### src/rtl/serial_word_pkg.sv
// Shared types and sizing helpers for the serial word collector and its bit counter.
package serial_word_pkg;

  typedef enum logic [1:0] {
    IDLE  = 2'd0,
    SHIFT = 2'd1,
    DONE  = 2'd2
  } coll_state_t;

  localparam int DEFAULT_WIDTH = 8;
  localparam int DEFAULT_MATCH = 10;

  // Counter must hold the full frame length, not just WIDTH-1.
  function automatic int cnt_width(input int width);
    return $clog2(width + 1);
  endfunction

endpackage

### src/rtl/serial_bit_counter.sv
// Loadable down-counter; decrement saturates at zero so the count never wraps.
module serial_bit_counter #(
  parameter int CNT_W = 4
) (
  input  logic             clk_i,
  input  logic             rst_i,
  input  logic             load_i,
  input  logic             dec_en_i,
  input  logic [CNT_W-1:0] load_val_i,
  output logic [CNT_W-1:0] count_o,
  output logic             zero_o
);

  logic [CNT_W-1:0] count_q;
  logic [CNT_W-1:0] count_d;
  logic             zero_s;

  assign zero_s = (count_q == {CNT_W{1'b0}});

  // Load has priority over decrement.
  always_comb begin
    count_d = count_q;
    if (load_i) begin
      count_d = load_val_i;
    end else if (dec_en_i && !zero_s) begin
      count_d = count_q - {{(CNT_W-1){1'b0}}, 1'b1};
    end else begin
      count_d = count_q;
    end
  end

  // Count register.
  always_ff @(posedge clk_i or posedge rst_i) begin
    if (rst_i) begin
      count_q <= {CNT_W{1'b0}};
    end else begin
      count_q <= count_d;
    end
  end

  assign count_o = count_q;
  assign zero_o  = zero_s;

endmodule

### src/rtl/serial_word_collector.sv
// Collects a framed serial bit stream into a WIDTH-bit word and flags a match
// against a fixed constant; one-cycle out_valid pulse per completed frame.
module serial_word_collector
  import serial_word_pkg::*;
#(
  parameter int               WIDTH     = DEFAULT_WIDTH,
  parameter logic [WIDTH-1:0] MATCH     = WIDTH'(DEFAULT_MATCH),
  parameter bit               MSB_FIRST = 1'b1
) (
  input  logic             clk,
  input  logic             rst,
  input  logic             start,
  input  logic             abort,
  input  logic             ser_in,
  input  logic             ser_valid,
  output logic [WIDTH-1:0] data_out,
  output logic             out_valid,
  output logic             match,
  output logic             busy,
  output logic             cnt_zero
);

  localparam int             CW       = cnt_width(WIDTH);
  localparam logic [CW-1:0]  LOAD_VAL = CW'(WIDTH);
  localparam logic [CW-1:0]  LAST_BIT = {{(CW-1){1'b0}}, 1'b1};

  coll_state_t      state_q,  state_d;
  logic [WIDTH-1:0] shift_q,  shift_d;
  logic [WIDTH-1:0] data_q,   data_d;
  logic             match_q,  match_d;
  logic             valid_q,  valid_d;
  logic             busy_q,   busy_d;

  logic             cnt_load_s;
  logic             cnt_dec_s;
  logic [CW-1:0]    cnt_load_val_s;
  logic [CW-1:0]    cnt_s;
  logic             cnt_zero_s;
  logic [WIDTH-1:0] next_word_s;

  serial_bit_counter #(
    .CNT_W (CW)
  ) u_bit_counter (
    .clk_i      (clk),
    .rst_i      (rst),
    .load_i     (cnt_load_s),
    .dec_en_i   (cnt_dec_s),
    .load_val_i (cnt_load_val_s),
    .count_o    (cnt_s),
    .zero_o     (cnt_zero_s)
  );

  generate
    if (MSB_FIRST) begin : g_msb_first
      assign next_word_s = {shift_q[WIDTH-2:0], ser_in};
    end else begin : g_lsb_first
      assign next_word_s = {ser_in, shift_q[WIDTH-1:1]};
    end
  endgenerate

  // Next-state logic: abort beats a last-bit sample; start is only honoured in IDLE/DONE.
  always_comb begin
    state_d        = state_q;
    shift_d        = shift_q;
    data_d         = data_q;
    match_d        = match_q;
    valid_d        = 1'b0;
    cnt_load_s     = 1'b0;
    cnt_dec_s      = 1'b0;
    cnt_load_val_s = LOAD_VAL;
    case (state_q)
      IDLE, DONE: begin
        if (start) begin
          cnt_load_s = 1'b1;
          shift_d    = {WIDTH{1'b0}};
          state_d    = SHIFT;
        end else begin
          state_d    = IDLE;
        end
      end
      SHIFT: begin
        if (abort) begin
          cnt_load_s     = 1'b1;
          cnt_load_val_s = {CW{1'b0}};
          state_d        = IDLE;
        end else if (ser_valid && !cnt_zero_s) begin
          shift_d   = next_word_s;
          cnt_dec_s = 1'b1;
          if (cnt_s == LAST_BIT) begin
            data_d  = next_word_s;
            match_d = (next_word_s == MATCH);
            valid_d = 1'b1;
            state_d = DONE;
          end else begin
            state_d = SHIFT;
          end
        end else if (cnt_zero_s) begin
          state_d = IDLE;
        end else begin
          state_d = SHIFT;
        end
      end
      default: begin
        cnt_load_s     = 1'b1;
        cnt_load_val_s = {CW{1'b0}};
        state_d        = IDLE;
      end
    endcase
    busy_d = (state_d == SHIFT);
  end

  // FSM, shift register and registered outputs.
  always_ff @(posedge clk or posedge rst) begin
    if (rst) begin
      state_q <= IDLE;
      shift_q <= {WIDTH{1'b0}};
      data_q  <= {WIDTH{1'b0}};
      match_q <= 1'b0;
      valid_q <= 1'b0;
      busy_q  <= 1'b0;
    end else begin
      state_q <= state_d;
      shift_q <= shift_d;
      data_q  <= data_d;
      match_q <= match_d;
      valid_q <= valid_d;
      busy_q  <= busy_d;
    end
  end

  assign data_out  = data_q;
  assign out_valid = valid_q;
  assign match     = match_q;
  assign busy      = busy_q;
  assign cnt_zero  = cnt_zero_s;

endmodule

### config.mk
export PLATFORM = sky130hd
export DESIGN_NAME = serial_word_collector
export DESIGN_NICKNAME = d
export VERILOG_FILES = /design/src/rtl/serial_word_pkg.sv /design/src/rtl/serial_bit_counter.sv /design/src/rtl/serial_word_collector.sv
export SDC_FILE = /design/constraint.sdc
export NUM_CORES = 1
export LEC_CHECK = 0
export ABC_CLOCK_PERIOD_IN_PS = 2200
export BUFFER_PORTS_ARGS = -buffer_cell sky130_fd_sc_hd__buf_2
export CORE_MARGIN = 1.5
export CORE_UTILIZATION = 50
export DETAILED_ROUTE_END_ITERATION = 6
export GPL_ROUTABILITY_DRIVEN = 0
export PLACE_DENSITY = 0.77
export SYNTH_ARGS = -nofsm -noshare
export SYNTH_HDL_FRONTEND = slang
export SYNTH_SLANG_ARGS = --single-unit
### constraint.sdc
create_clock -name clk -period 2.2 [get_ports clk]
set_input_delay 0.22 -clock clk [delete_from_list [all_inputs] [get_ports clk]]
set_output_delay 0.22 -clock clk [all_outputs]
set_load 0.02 [all_outputs]
Word-level counts from Yosys, hierarchy flattened

Cells that the tools add are included.

Register bits: 24
Word-level logic and storage cells: 51
Input port bits: 6
Output and inout port bits: 12

Equality and inequality tests: 8
Add/sub/neg operators: 1
Reductions and logical operators: 10
Multiplexer cells: 24
Bitwise operators: 1

Operators by type and width:

| kind                                                | count |
|---|---|
| 2-to-1 mux 7 bit                                    | 3 |
| case mux 7 bit (2 select lines)                     | 1 |
| 2-to-1 mux 4 bit                                    | 3 |
| 2-to-1 mux 1 bit                                    | 11 |
| equality test 8 x 4 -> 1 bit, second input constant | 1 |
| case mux 4 bit (2 select lines)                     | 1 |
| AND reduction 4 bit                                 | 2 |
| 2-to-1 mux 2 bit                                    | 3 |
| inequality test 2 bit, second input constant        | 3 |
| equality test 2 x 1 -> 1 bit, second input constant | 2 |
| equality test 4 x 1 -> 1 bit, second input constant | 1 |
| zero test 4 bit                                     | 1 |
| case mux 2 bit (2 select lines)                     | 1 |
| nonzero test 2 bit                                  | 2 |
| subtractor 4 x 1 -> 4 bit, second input constant    | 1 |
| equality test 2 bit, second input constant          | 1 |
| logical AND 1 bit                                   | 2 |
| zero test 2 bit                                     | 1 |
| case mux 1 bit (2 select lines)                     | 1 |
| OR reduction 2 bit                                  | 1 |
| zero test 1 bit                                     | 1 |
| inverter 1 bit                                      | 1 |

Depth between registers and ports, before layout

Depth after elaboration: 9
Depth in mapped cells: 6
Mapped depth without buffers: 6

By module

A second synthesis with hierarchy kept.

Cell total of the unflattened synthesis: 98
Area, all modules: 1071.0 µm²

By module, submodules not included:

| module                | times used | cells each | sequential area each (µm²) | area an instance (µm²) |
|---|---|---|---|---|
| serial_word_collector | 1          | 70         | 475.5                      | 809.5 |
| serial_bit_counter    | 1          | 28         | 100.1                      | 261.5 |

Worst setup path before layout

OpenSTA, ideal clock, no wires.

Path type: flip-flop to flip-flop
Start: register state_q[1]
End: register data_q[0], in the netlist data_out[0]
Buffers on the path: 0
Stages on the path, launching flop included: 4
Clock period less this slack: 1.896 ns
Arrival time: 1.771 ns
Data required time: 2.075 ns
Library setup time: 0.125 ns
Slack: 0.304 ns
Path through: dfrtp_1 -> or3b_4 -> nor4_4 -> mux2_2

Cells in the longest elaborated chain, start to end: 2

Ends and longest elaborated chain:

| what                                 | line                         | source |
|---|---|---|
| start: declaration                   | serial_word_collector.sv:27  | `coll_state_t state_q, state_d;` |
| start signal: assignment             | serial_word_collector.sv:122 | `state_q <= state_d;` |
| equality test 2 x 1 -> 1 bit         | serial_word_collector.sv:71  | `case (state_q)` |
| AND reduction 4 bit (no source line) | --                           |  |
| end signal: assignment               | serial_word_collector.sv:117 | `data_q <= {WIDTH{1'b0}};` |
| end signal: assignment               | serial_word_collector.sv:124 | `data_q <= data_d;` |
| end: declaration                     | serial_word_collector.sv:29  | `logic [WIDTH-1:0] data_q, data_d;` |

No other way between the ends.
A chain may end at the register's enable or synchronous reset.

Final worst setup path

Start: register u_bit_counter.count_q[0], in the netlist u_bit_counter.count_o[0]
End: output cnt_zero

Cells in the longest elaborated chain, start to end: 1

Ends and longest elaborated chain:

| what                     | line                        | source |
|---|---|---|
| start: declaration       | serial_bit_counter.sv:14    | `logic [CNT_W-1:0] count_q;` |
| start signal: assignment | serial_bit_counter.sv:35    | `count_q <= {CNT_W{1'b0}};` |
| start signal: assignment | serial_bit_counter.sv:37    | `count_q <= count_d;` |
| zero test 4 bit          | serial_bit_counter.sv:18    | `assign zero_s = (count_q == {CNT_W{1'b0}});` |
| end: declaration         | serial_word_collector.sv:20 | `output logic cnt_zero` |

No other way between the ends.

==> metrics.md <==
| Metric | Value |
|---|---|
| Worst setup SP type | `flip-flop` |
| H-tree levels | `1` |
| CTS clock-pin slew for the worst setup and hold paths | `120 ps` |
| Vias/cell | `5.20` |
| Crit path max fanout | `4` |
| Routed len/inst | `13.4 um` |
| Worst-Margin Slew | `847 ps` |
| Reg2reg end | `shift_q[3]` |
| Die footprint | `2460 sq um` |
| Post-cts sizing count | `0` |
| Critical register-to-register path startpoint | `u_bit_counter.count_o[0]` |
| Ys flop type | `dfrtp_1` |
| Worst-path cell chain | `inv_1 -> ha_1 -> or3b_2 -> inv_1 -> buf_2` |
| CP max-delay cell | `or3b_2` |
| Register area share after synthesis | `53.0%` |
| Slew HR | `43.5%` |
| Height of the die | `49.6 um` |
| Crit-path max cell delay | `500 ps` |
| Vias in the first global route | `749` |
| FMAX | `0.489 GHz` |
| Initial antenna violation count | `0` |
| IO Port Bufs | `17` |
| # hold bufs at CTS | `0` |
| Largest vdd supply drop | `0.000486 V` |
| Min-Delay Path Class | `in -> async` |
| Final setup viols | `0` |
| DR pass1 iterations | `4` |
| Site Rows | `16` |
| Post-layout nets | `127` |
| # diodes | `0` |
| Fin. Hold Viols | `0` |
| R2R setup slack | `230 ps` |
| Mapped Nets | `106` |
| First-pass GRT wire length | `3250 um` |
| Max clock buf depth | `2` |
| Critical path type | `reg -> out` |
| # Max-Cap Violations | `0` |
| GRT Overall Usage | `17.1%` |
| Largest net degree at the start of global routing | `24` |
| Initial Util | `54.3%` |
| Final instance area | `1230 sq um` |
| Worst Skew | `3.74 ps` |
| Final WL | `1920 um` |
| Critical path endpoint category | `primary output` |
| CTS Buf Count | `3` |
| Syn Std Cell Area | `1090 sq um` |
| Worst skew pair latency | `310 ps` |
| Min cycle time layout | `2050 ps` |
| Post-route antenna net violation count | `0` |
| Async set-reset flop share out of synthesis | `100%` |
| IO Count | `18` |
| Grt total ovfl | `0` |
| Die width | `49.6 um` |
| Total number of vias | `749` |
| Slew Limit Fails | `0` |
| Worst Path Arrival | `1830 ps` |
| Area Growth Syn to Fin | `13.4%` |
| Post-layout util | `61.5%` |
| Worst hold slack | `64.0 ps` |
| CP dominant cell by count | `inv_1` |
| Reg2reg path depth | `5` |
| RSZ-0062 raised after global routing | `false` |
| Detailed Place HPWL | `1410 um` |
| CTS tree | `yes` |
| DR iter-0 viols | `19` |
| Layout cell share with drive strength beyond 1 | `29.9%` |
| Setup bufs post-CTS | `0` |
| Synthesized flop and latch total | `23` |
| CP Data Required Time | `1980 ps` |
| Placed inst area | `1200 sq um` |
| Crit share post-route | `93.0%` |
| CTS Root Buffer Type | `clkbuf_4` |
| Post-synth EDFFs | `0` |
| Synth Area per Inst | `11.2 sq um` |
| Yosys cell types | `29` |
| Outcome | `finished, final reports clean` |
| Yosys warnings | `0` |
| Core Box Area | `2000 sq um` |
| Fill cells | `171` |
| DR DRC count | `0` |
| Setup TNS | `0 ps` |
| CTS sink cnt | `23` |
| Pleak | `0.000656 uW` |
| Power per cell area | `867 nW/um^2` |
| Gate count after technology mapping | `97` |
critical path: cells and delay by family (launching register included):
family	cells	cell delay (ps)
AND/OR/NAND/NOR	1	500
buffers and inverters	3	380
adder cells (fa/ha/maj)	1	210
flip-flops	1	430
cell usage in the layout, fill, tap and decap left out, drive strengths merged, types with 3 or more instances in the layout:
master and instances:
mux2i 7, buf 18, clkbuf 3, inv 13, nor2 4, dfrtp 23, a21oi 3, ha 3
o21ai 3, nand3 3, mux2 9, nand2 10
worst max-delay path by stage:
stage,from,endpoint,slack [ps]
after global routing,u_bit_counter.count_o[0],cnt_zero,60
after floorplan,state_q[1],data_out[0],300
after CTS,u_bit_counter.count_o[0],cnt_zero,140
after detailed placement,u_bit_counter.count_o[0],shift_q[3],240
after global placement,u_bit_counter.count_o[0],shift_q[6],310
final,u_bit_counter.count_o[0],cnt_zero,150
synth_stat cells (3+ instances only):
master,count,area share [%]
a21oi_1,3,1.4
dfrtp_1,23,53
ha_1,3,3.5
inv_1,13,4.5
mux2_2,9,9.3
mux2i_1,7,6.5
nand2_1,10,3.5
nand3_1,3,1.4
nor2_1,4,1.4
o21ai_0,3,1.4
registers in the layout, summed over array words and instances, names as in the netlist:
name,flops
data_out,8
busy,1
u_bit_counter.count_o,4
shift_q,7
match,1
state_q,2
area by class of cell:
cell class	instances	area (sq um)	area share [%]
Sequential cell	23	576	46.7
Multi-Input combinational cell	59	453	36.8
Timing Repair Buffer	18	92.6	7.52
Inverter	13	48.8	3.96
Tap cell	27	33.8	2.74
Clock buffer	3	22.5	1.83
Clock inverter	1	5.00	0.407
per-stage QoR:
stage,instances,setup slack [ps],total power [uW]
after floorplan,97,304,794
after global placement,140,314,866
after detailed placement,140,237,885
after CTS,144,144,1080
after global routing,144,59.4,1140
final,144,153,1070
cells by family (layout without fill, tap and decap cells):
family / Yosys count / in the layout / share of synthesized area [%]
adders and majority gates: 3 / 3 / 3.46
buffers and inverters: 15 / 35 / 5.30
AOI/OAI and AO/OA: 10 / 10 / 5.53
muxes: 16 / 16 / 15.8
DFF: 23 / 23 / 53.0
and+or+nand+nor: 30 / 30 / 16.9
report_power, final:
part	total (uW)	internal, uW	switching, uW
clock	190	67.9	122
combinational	336	143	193
sequential	542	480	61.5
total	1070	691	377
routing by layer:
layer	share of wire (%)	wire length (um)	global-route usage (%)	vias up
li1	-	-	-	372
met1	47	910	21.6	358
met2	48	918	29.1	15
met3	2.9	55	1.82	4
met4	2.0	38	8.33	0
met5	0	0	0	-
No activity file was read; power rests on OpenSTA's default activity.
